$ cat config.mk
export PLATFORM = sky130hd
export DESIGN_NAME = hdmi_packet_assembler
export DESIGN_NICKNAME = d
export VERILOG_FILES = /design/src/rtl/hdmi_pkg.sv /design/src/rtl/hdmi_ecc_serial.sv /design/src/rtl/hdmi_packet_assembler.sv
export SDC_FILE = /design/constraint.sdc
export NUM_CORES = 1
export LEC_CHECK = 0
export ABC_AREA = 1
export BUFFER_PORTS_ARGS = -buffer_cell sky130_fd_sc_hd__buf_2
export CORE_ASPECT_RATIO = 0.6
export CORE_MARGIN = 3
export CORE_UTILIZATION = 55
export CTS_CLUSTER_SIZE = 12
export DETAILED_ROUTE_END_ITERATION = 8
export PLACE_DENSITY = 0.78
export SKIP_CTS_REPAIR_TIMING = 1
export SLEW_MARGIN = 10
export SYNTH_ARGS = -nofsm -noshare
export SYNTH_HDL_FRONTEND = slang
export SYNTH_SLANG_ARGS = --single-unit
$ cat constraint.sdc
create_clock -name clk_pixel -period 3.2 [get_ports clk_pixel]
set_input_delay 0.16 -clock clk_pixel [delete_from_list [all_inputs] [get_ports clk_pixel]]
set_output_delay 0.16 -clock clk_pixel [all_outputs]
set_load 0.005 [all_outputs]
$ cat src/rtl/hdmi_pkg.sv
`default_nettype none
// ============================================================================
//  Module      : hdmi_pkg
//  Description : Shared constants, state encoding and the BCH serial step
//                used by the HDMI data island packet assembler.
//  Revision    : 1.0 - initial release
// ============================================================================
package hdmi_pkg;

    localparam int PACKET_CYCLES  = 32;
    localparam int HEADER_BITS    = 24;
    localparam int SUBPACKET_BITS = 56;
    localparam int SUBPACKETS     = 4;
    localparam int ECC_BITS       = 8;

    // Reflected BCH generator x^8+x^7+x^6+1
    localparam logic [7:0] BCH_POLY = 8'h83;

    localparam logic [7:0] PKT_TYPE_NULL = 8'h00;
    localparam logic [7:0] PKT_TYPE_ACR  = 8'h01;
    localparam logic [7:0] PKT_TYPE_AVI  = 8'h82;

    // NULL packet: HB0 = type 0, HB1 = HB2 = 0
    localparam logic [23:0] NULL_HEADER = {16'h0000, PKT_TYPE_NULL};

    typedef enum logic [0:0] {
        ST_IDLE = 1'b0,
        ST_SEND = 1'b1
    } pkt_state_t;

    // One bit-serial step of the reflected BCH parity register
    function automatic logic [7:0] bch_step(input logic [7:0] e,
                                            input logic       b,
                                            input logic [7:0] poly);
        logic [7:0] s;
        s = e >> 1;
        if (e[0] ^ b) begin
            s = s ^ poly;
        end
        return s;
    endfunction

endpackage
`default_nettype wire

$ cat src/rtl/hdmi_ecc_serial.sv
`default_nettype none
// ============================================================================
//  Module      : hdmi_ecc_serial
//  Description : Registered BCH parity accumulator absorbing BITS_PER_CYCLE
//                bits per enabled cycle (bit 0 first). 'clear' restarts the
//                accumulation from zero; with 'enable' also high, the bits of
//                that same cycle are absorbed into the fresh register.
//  Revision    : 1.0 - initial release
// ============================================================================
module hdmi_ecc_serial
    import hdmi_pkg::*;
#(
    parameter int         BITS_PER_CYCLE = 1,
    parameter logic [7:0] ECC_POLY       = BCH_POLY
) (
    input  logic                      clk_pixel,
    input  logic                      reset,
    input  logic                      clear,
    input  logic                      enable,
    input  logic [BITS_PER_CYCLE-1:0] bits_in,
    output logic [ECC_BITS-1:0]       ecc
);

    logic [ECC_BITS-1:0] r_ecc;
    logic [ECC_BITS-1:0] w_ecc_next;

    // Next parity: seed (zero on clear) stepped through each incoming bit
    always_comb begin
        w_ecc_next = clear ? '0 : r_ecc;
        for (int i = 0; i < BITS_PER_CYCLE; i++) begin
            w_ecc_next = bch_step(w_ecc_next, bits_in[i], ECC_POLY);
        end
    end

    // Parity register: step when enabled, otherwise honour clear or hold
    always_ff @(posedge clk_pixel) begin
        if (reset) begin
            r_ecc <= '0;
        end else if (enable) begin
            r_ecc <= w_ecc_next;
        end else if (clear) begin
            r_ecc <= '0;
        end
    end

    assign ecc = r_ecc;

endmodule
`default_nettype wire

$ cat src/rtl/hdmi_packet_assembler.sv
`default_nettype none
// ============================================================================
//  Module      : hdmi_packet_assembler
//  Description : Serializes one HDMI data island packet (24-bit header plus
//                four 56-bit subpackets) into 32 per-pixel positions with
//                BCH parity appended; a NULL packet is sent when the source
//                offers nothing at packet_start.
//  Revision    : 1.0 - initial release
// ============================================================================
module hdmi_packet_assembler
    import hdmi_pkg::*;
#(
    parameter logic [7:0] ECC_POLY = BCH_POLY
) (
    input  logic                                 clk_pixel,
    input  logic                                 reset,
    input  logic                                 packet_start,
    input  logic                                 packet_valid,
    output logic                                 packet_ready,
    input  logic [HEADER_BITS-1:0]               header,
    input  logic [SUBPACKETS*SUBPACKET_BITS-1:0] subpacket,
    output logic                                 busy,
    output logic [8:0]                           packet_bits
);

    localparam int c_CNT_W       = $clog2(PACKET_CYCLES);
    localparam int c_LAST_POS    = PACKET_CYCLES - 1;
    localparam int c_SP_DATA_POS = SUBPACKET_BITS / 2;

    pkt_state_t                          r_state;
    pkt_state_t                          w_state_next;
    logic [c_CNT_W-1:0]                  r_count;
    logic [c_CNT_W-1:0]                  w_pos;
    logic                                w_at_last;
    logic                                w_capture;
    logic                                w_emit;
    logic [HEADER_BITS-1:0]              r_header;
    logic [HEADER_BITS-1:0]              w_src_header;
    logic [SUBPACKETS*SUBPACKET_BITS-1:0] r_subpacket;
    logic [SUBPACKETS*SUBPACKET_BITS-1:0] w_src_subpacket;
    logic                                w_hdr_data;
    logic                                w_sp_data;
    logic                                w_hdr_bit;
    logic [ECC_BITS-1:0]                 w_hdr_ecc;
    logic                                w_ch0;
    logic [SUBPACKETS-1:0]               w_ch1;
    logic [SUBPACKETS-1:0]               w_ch2;
    logic [8:0]                          w_bits_next;

    assign w_at_last = (r_count == c_CNT_W'(c_LAST_POS));
    assign busy      = (r_state == ST_SEND);

    // State register
    always_ff @(posedge clk_pixel) begin
        if (reset) begin
            r_state <= ST_IDLE;
        end else begin
            r_state <= w_state_next;
        end
    end

    // Next state, capture decision and the combinational ready handshake
    always_comb begin
        w_state_next = r_state;
        w_capture    = 1'b0;
        packet_ready = 1'b0;
        case (r_state)
            ST_IDLE: begin
                if (packet_start) begin
                    w_capture    = 1'b1;
                    w_state_next = ST_SEND;
                end
            end
            ST_SEND: begin
                if (w_at_last) begin
                    if (packet_start) begin
                        w_capture = 1'b1;
                    end else begin
                        w_state_next = ST_IDLE;
                    end
                end
            end
            default: begin
                w_state_next = ST_IDLE;
            end
        endcase
        packet_ready = w_capture && packet_valid && !reset;
    end

    // The output register is loaded one cycle ahead: on a capture edge it
    // takes position 0 straight from the offered data, otherwise position
    // r_count+1 from the latched copy. The ECC accumulators follow the same
    // timing, so parity is complete exactly when its first bit is needed.
    assign w_src_header    = w_capture ? (packet_valid ? header : NULL_HEADER) : r_header;
    assign w_src_subpacket = w_capture ? (packet_valid ? subpacket : '0)       : r_subpacket;
    assign w_pos           = w_capture ? '0 : (r_count + 1'b1);
    assign w_emit          = w_capture || ((r_state == ST_SEND) && !w_at_last);
    assign w_hdr_data      = (w_pos < c_CNT_W'(HEADER_BITS));
    assign w_sp_data       = (w_pos < c_CNT_W'(c_SP_DATA_POS));

    assign w_hdr_bit = w_src_header[w_pos];

    hdmi_ecc_serial #(
        .BITS_PER_CYCLE (1),
        .ECC_POLY       (ECC_POLY)
    ) u_hdr_ecc (
        .clk_pixel (clk_pixel),
        .reset     (reset),
        .clear     (w_capture),
        .enable    (w_emit && w_hdr_data),
        .bits_in   (w_hdr_bit),
        .ecc       (w_hdr_ecc)
    );

    // Positions 24..31 carry header parity; 24 is a multiple of 8 so the
    // parity bit index is simply the low three bits of the position.
    assign w_ch0 = w_hdr_data ? w_hdr_bit : w_hdr_ecc[w_pos[2:0]];

    for (genvar gi = 0; gi < SUBPACKETS; gi++) begin : g_subpacket
        logic [SUBPACKET_BITS-1:0] w_word;
        logic [1:0]                w_pair;
        logic [1:0]                w_parity_pair;
        logic [ECC_BITS-1:0]       w_ecc;

        assign w_word = w_src_subpacket[SUBPACKET_BITS*gi +: SUBPACKET_BITS];
        assign w_pair = w_word[{w_pos, 1'b0} +: 2];

        hdmi_ecc_serial #(
            .BITS_PER_CYCLE (2),
            .ECC_POLY       (ECC_POLY)
        ) u_sp_ecc (
            .clk_pixel (clk_pixel),
            .reset     (reset),
            .clear     (w_capture),
            .enable    (w_emit && w_sp_data),
            .bits_in   (w_pair),
            .ecc       (w_ecc)
        );

        // Positions 28..31 carry parity pairs; 28 is a multiple of 4 so the
        // pair index is the low two bits of the position.
        assign w_parity_pair = w_ecc[{w_pos[1:0], 1'b0} +: 2];
        assign w_ch1[gi]     = w_sp_data ? w_pair[0] : w_parity_pair[0];
        assign w_ch2[gi]     = w_sp_data ? w_pair[1] : w_parity_pair[1];
    end

    assign w_bits_next = {w_ch2, w_ch1, w_ch0};

    // Packet data latch, position counter and registered output
    always_ff @(posedge clk_pixel) begin
        if (reset) begin
            r_count     <= '0;
            r_header    <= '0;
            r_subpacket <= '0;
            packet_bits <= '0;
        end else begin
            if (w_capture) begin
                r_count     <= '0;
                r_header    <= w_src_header;
                r_subpacket <= w_src_subpacket;
            end else if (w_emit) begin
                r_count <= r_count + 1'b1;
            end
            packet_bits <= w_emit ? w_bits_next : '0;
        end
    end

endmodule
`default_nettype wire

==> impl_metrics.csv <==
group,metric,value,unit
placed_design,hpwl,33.9,mm
critical_path,worstPathArrival,3570,ps
timing,worst_slack,55.9,ps
synthesis,synth_fp_nets,2714,
global_routing,grt_max_degree,97,
cts,cts_buffers,29,
cts,h-tree-depth,1,
critical_path,start_kind,"flip-flop",
synthesis,syn-cell-area,15800,sq um
synthesis,syn_area_per_cell,6.41,sq um
finish,nNetsFinal,3117,
timing,fin_worst_skew,12.1,ps
critical_path,crit_required,3630,ps
cts,tritoncts,"yes",
synthesis,syn_inst,2460,
finish,layout-drive-gt1-share,0.164,
cts,path_clk_slew,70,ps
critical_path,cp_max_fo,7,
global_routing,antenna_found_initial,1,
cts,cts_root_buf,"clkbuf_16",
timing,rsz0062_at_grt,"true",
floorplan,start_util,0.566,
routing,route.detailed.drc,0,
floorplan,die_h,137,um
floorplan,io-pin-count,263,
placed_design,dp_slack,-7.49,ps
timing,hold_slack,-59.0,ps
timing,slew_headroom,0.415,
synthesis,ys_types,36,
cts,clock_sinks,303,
routing,drt-total-wl,59.2,mm
timing,setup_viol,0,
floorplan,die_w,225,um
synthesis,synth_top_area_share,0.385,
synthesis,seq_area_frac_synth,0.385,
routing,via_per_inst,5.72,
global_routing,grt_pass1_wl,78.9,mm
cts,clkLatencyLatePin,570,ps
power_and_ir_drop,finalPower,9.70,mW
timing,final_max_slew_viol_count,0,
run,cap_violations,0,
global_routing,overflow,0,
placed_design,gp_congestion,0.921,
routing,wl_per_cell,18.3,um
timing,worstMarginPinSlew,876,ps
min_path,hp-class,"in -> reg",
timing,fmax,318,MHz
critical_path,critPathCaptureType,"flip-flop",
synthesis,yosys-top-cells-area,"dfxtp_1, nand2_1, nand3_1",
timing,hold_violations,20,
placed_design,io_buffers,262,
power_and_ir_drop,leakage,10.0,nW
routing,drt_iter0_drc,2307,
run_status,violations,"negative hold slack",
routing,dr_total_vias,18513,
synthesis,synth_top_cell_by_area,"dfxtp_1",
power_and_ir_drop,irDropWorstVdd,0.310,mV
global_routing,first_global_vias,15245,
finish,syn_to_final_growth,32.6,%
routing,final_antenna_net_count,0,
floorplan,coreArea,27900,sq um
synthesis,ys_seq_elements,303,
synthesis,yosys_warnings,0,
global_routing,gr-usage-all-layers,0.317,
power_and_ir_drop,powerDensity,464,nW/um^2
floorplan,placementRows,47,
cts,cts_buffer_depth,3,
floorplan,die_area,30800,sq um
routing,dr.pass1.iters,8,
timing,layout_worst_path_cycle_share,0.983,
run_status,status,"complete, but fails checks",
critical_path,crit_type,"reg -> reg",
timing,period_minus_slack,3140,ps
==> cells in the mapped netlist <==
library cell	instances
buf_2	50
dfxtp_1	303
nor2_1	151
nand2_4	2
nand3b_1	8
clkbuf_1	76
buf_4	23
nand2_2	3
a22oi_1	8
xor2_1	1
o21ai_0	71
a211oi_1	19
nand2_1	786
buf_8	1
xnor2_1	1
a22o_1	5
buf_1	19
nand3_1	291
o22ai_1	3
nor2_4	4
a21boi_1	1
inv_2	8
nor2_2	1
a21oi_1	229
nand4_1	30
inv_1	261
xor2_2	1
ha_1	2
a211o_1	1
buf_6	11
o21bai_1	8
nor3_1	2
o21ai_1	21
o211ai_1	57
nand3_2	1
a21oi_2	1
==> worst max-delay path, cell delays in order (launching register included) <==
cell	delay, ps
dfxtp_2	360
ha_2	200
nand2_1	60
nor2_2	110
ha_2	180
inv_1	60
nand2_4	110
nand2_8	120
nor2_4	200
buf_6	130
buf_6	130
clkbuf_16	160
nand2_2	60
nand3_2	70
nand3_2	90
nand3_1	90
nand3_1	100
nand2_1	80
inv_1	50
nand2_2	60
nand2_1	50
nand2_1	100
nand2_1	100
nand2_2	120
nand2_2	70
nand2_1	70
a21oi_1	60
==> per-stage QoR <==
stage                     TNS (ps)  cells  cell area (sq um)  utilization
after floorplan                  0   2460              15800            -
after global placement       -11.1   2962              17200        0.619
after detailed placement     -7.49   2962              17200        0.619
after CTS                    -33.2   2999              18000        0.647
after global routing          -679   3236              20900        0.750
final                            0   3238              20900        0.750
==> placed cells by master (no fill, tap or decap), types with 5 or more instances in the layout <==
master and instances:
a22oi_1 6, inv_1 261, o21ai_2 5, dlygate4sd3_1 200, nor2_4 6, buf_4 47, a22o_1 5, dfxtp_1 301
a21oi_1 227, buf_16 6, nand2_2 33, buf_2 260, o211ai_1 57, nor2_1 149, a211oi_1 19, o21ai_1 21
clkbuf_16 40, buf_6 10, inv_2 5, o21ai_0 66, nand3_2 19, buf_12 13, o21bai_1 8, nand3b_1 8
nand4_1 30, nand2_1 754, clkbuf_1 5, nand3_1 273
==> cell families after synthesis <==
logic type               count (synthesis)  share of synthesized area
AND/OR/NAND/NOR                       1279                      0.338
flip-flops                             303                      0.385
buffers and inverters                  449                      0.122
adder cells (fa/ha/maj)                  2                    0.00159
AO/OA/AOI/OAI                          424                      0.151
XOR/XNOR                                 3                    0.00214
==> per-layer routing <==
layer	part of all wire	global-route usage
met2	0.44	0.481
met1	0.41	0.457
met4	0.035	0.0896
met3	0.12	0.0660
met5	0.00022	0
==> registers in the layout, summed over array words and instances (netlist names) <==
| register | cells |
|---|---|
| busy | 1 |
| g_subpacket.u_sp_ecc.ecc | 32 |
| packet_bits | 9 |
| r_count | 5 |
| r_header | 24 |
| r_subpacket | 224 |
| u_hdr_ecc.ecc | 8 |
==> path summary, 6_finish.rpt <==
check	startpoint	cells past startpoint	end	slack (ps)
max reg2reg	r_count[1]$_SDFFE_PP0N_	26	g_subpacket[2].u_sp_ecc.ecc[1]$_SDFF_PP0_	60
min reg2reg	r_subpacket[91]$_SDFFE_PP0P_	2	r_subpacket[91]$_SDFFE_PP0P_	460
max	r_count[1]$_SDFFE_PP0N_	26	g_subpacket[2].u_sp_ecc.ecc[1]$_SDFF_PP0_	60
min	subpacket[189]	5	r_subpacket[189]$_SDFFE_PP0P_	-60
==> power by group <==
group | total (mW) | switching, mW | internal [mW]
Clock | 3.11 | 1.45 | 1.66
Sequential | 4.06 | 0.0804 | 3.98
Combinational | 2.53 | 1.54 | 0.995
==> layout make-up <==
type                    instances  area [sq um]
repair buffers                551          4530
well taps                     367           459
inverters                     269          1020
flip-flops and latches        303          6070
clock inverters                 1          8.76
multi-input cells            1709          8050
fillers                      2094          6960
diodes                          2          5.00
clock buffers                  36           772
No activity file was read; power rests on OpenSTA's default activity.
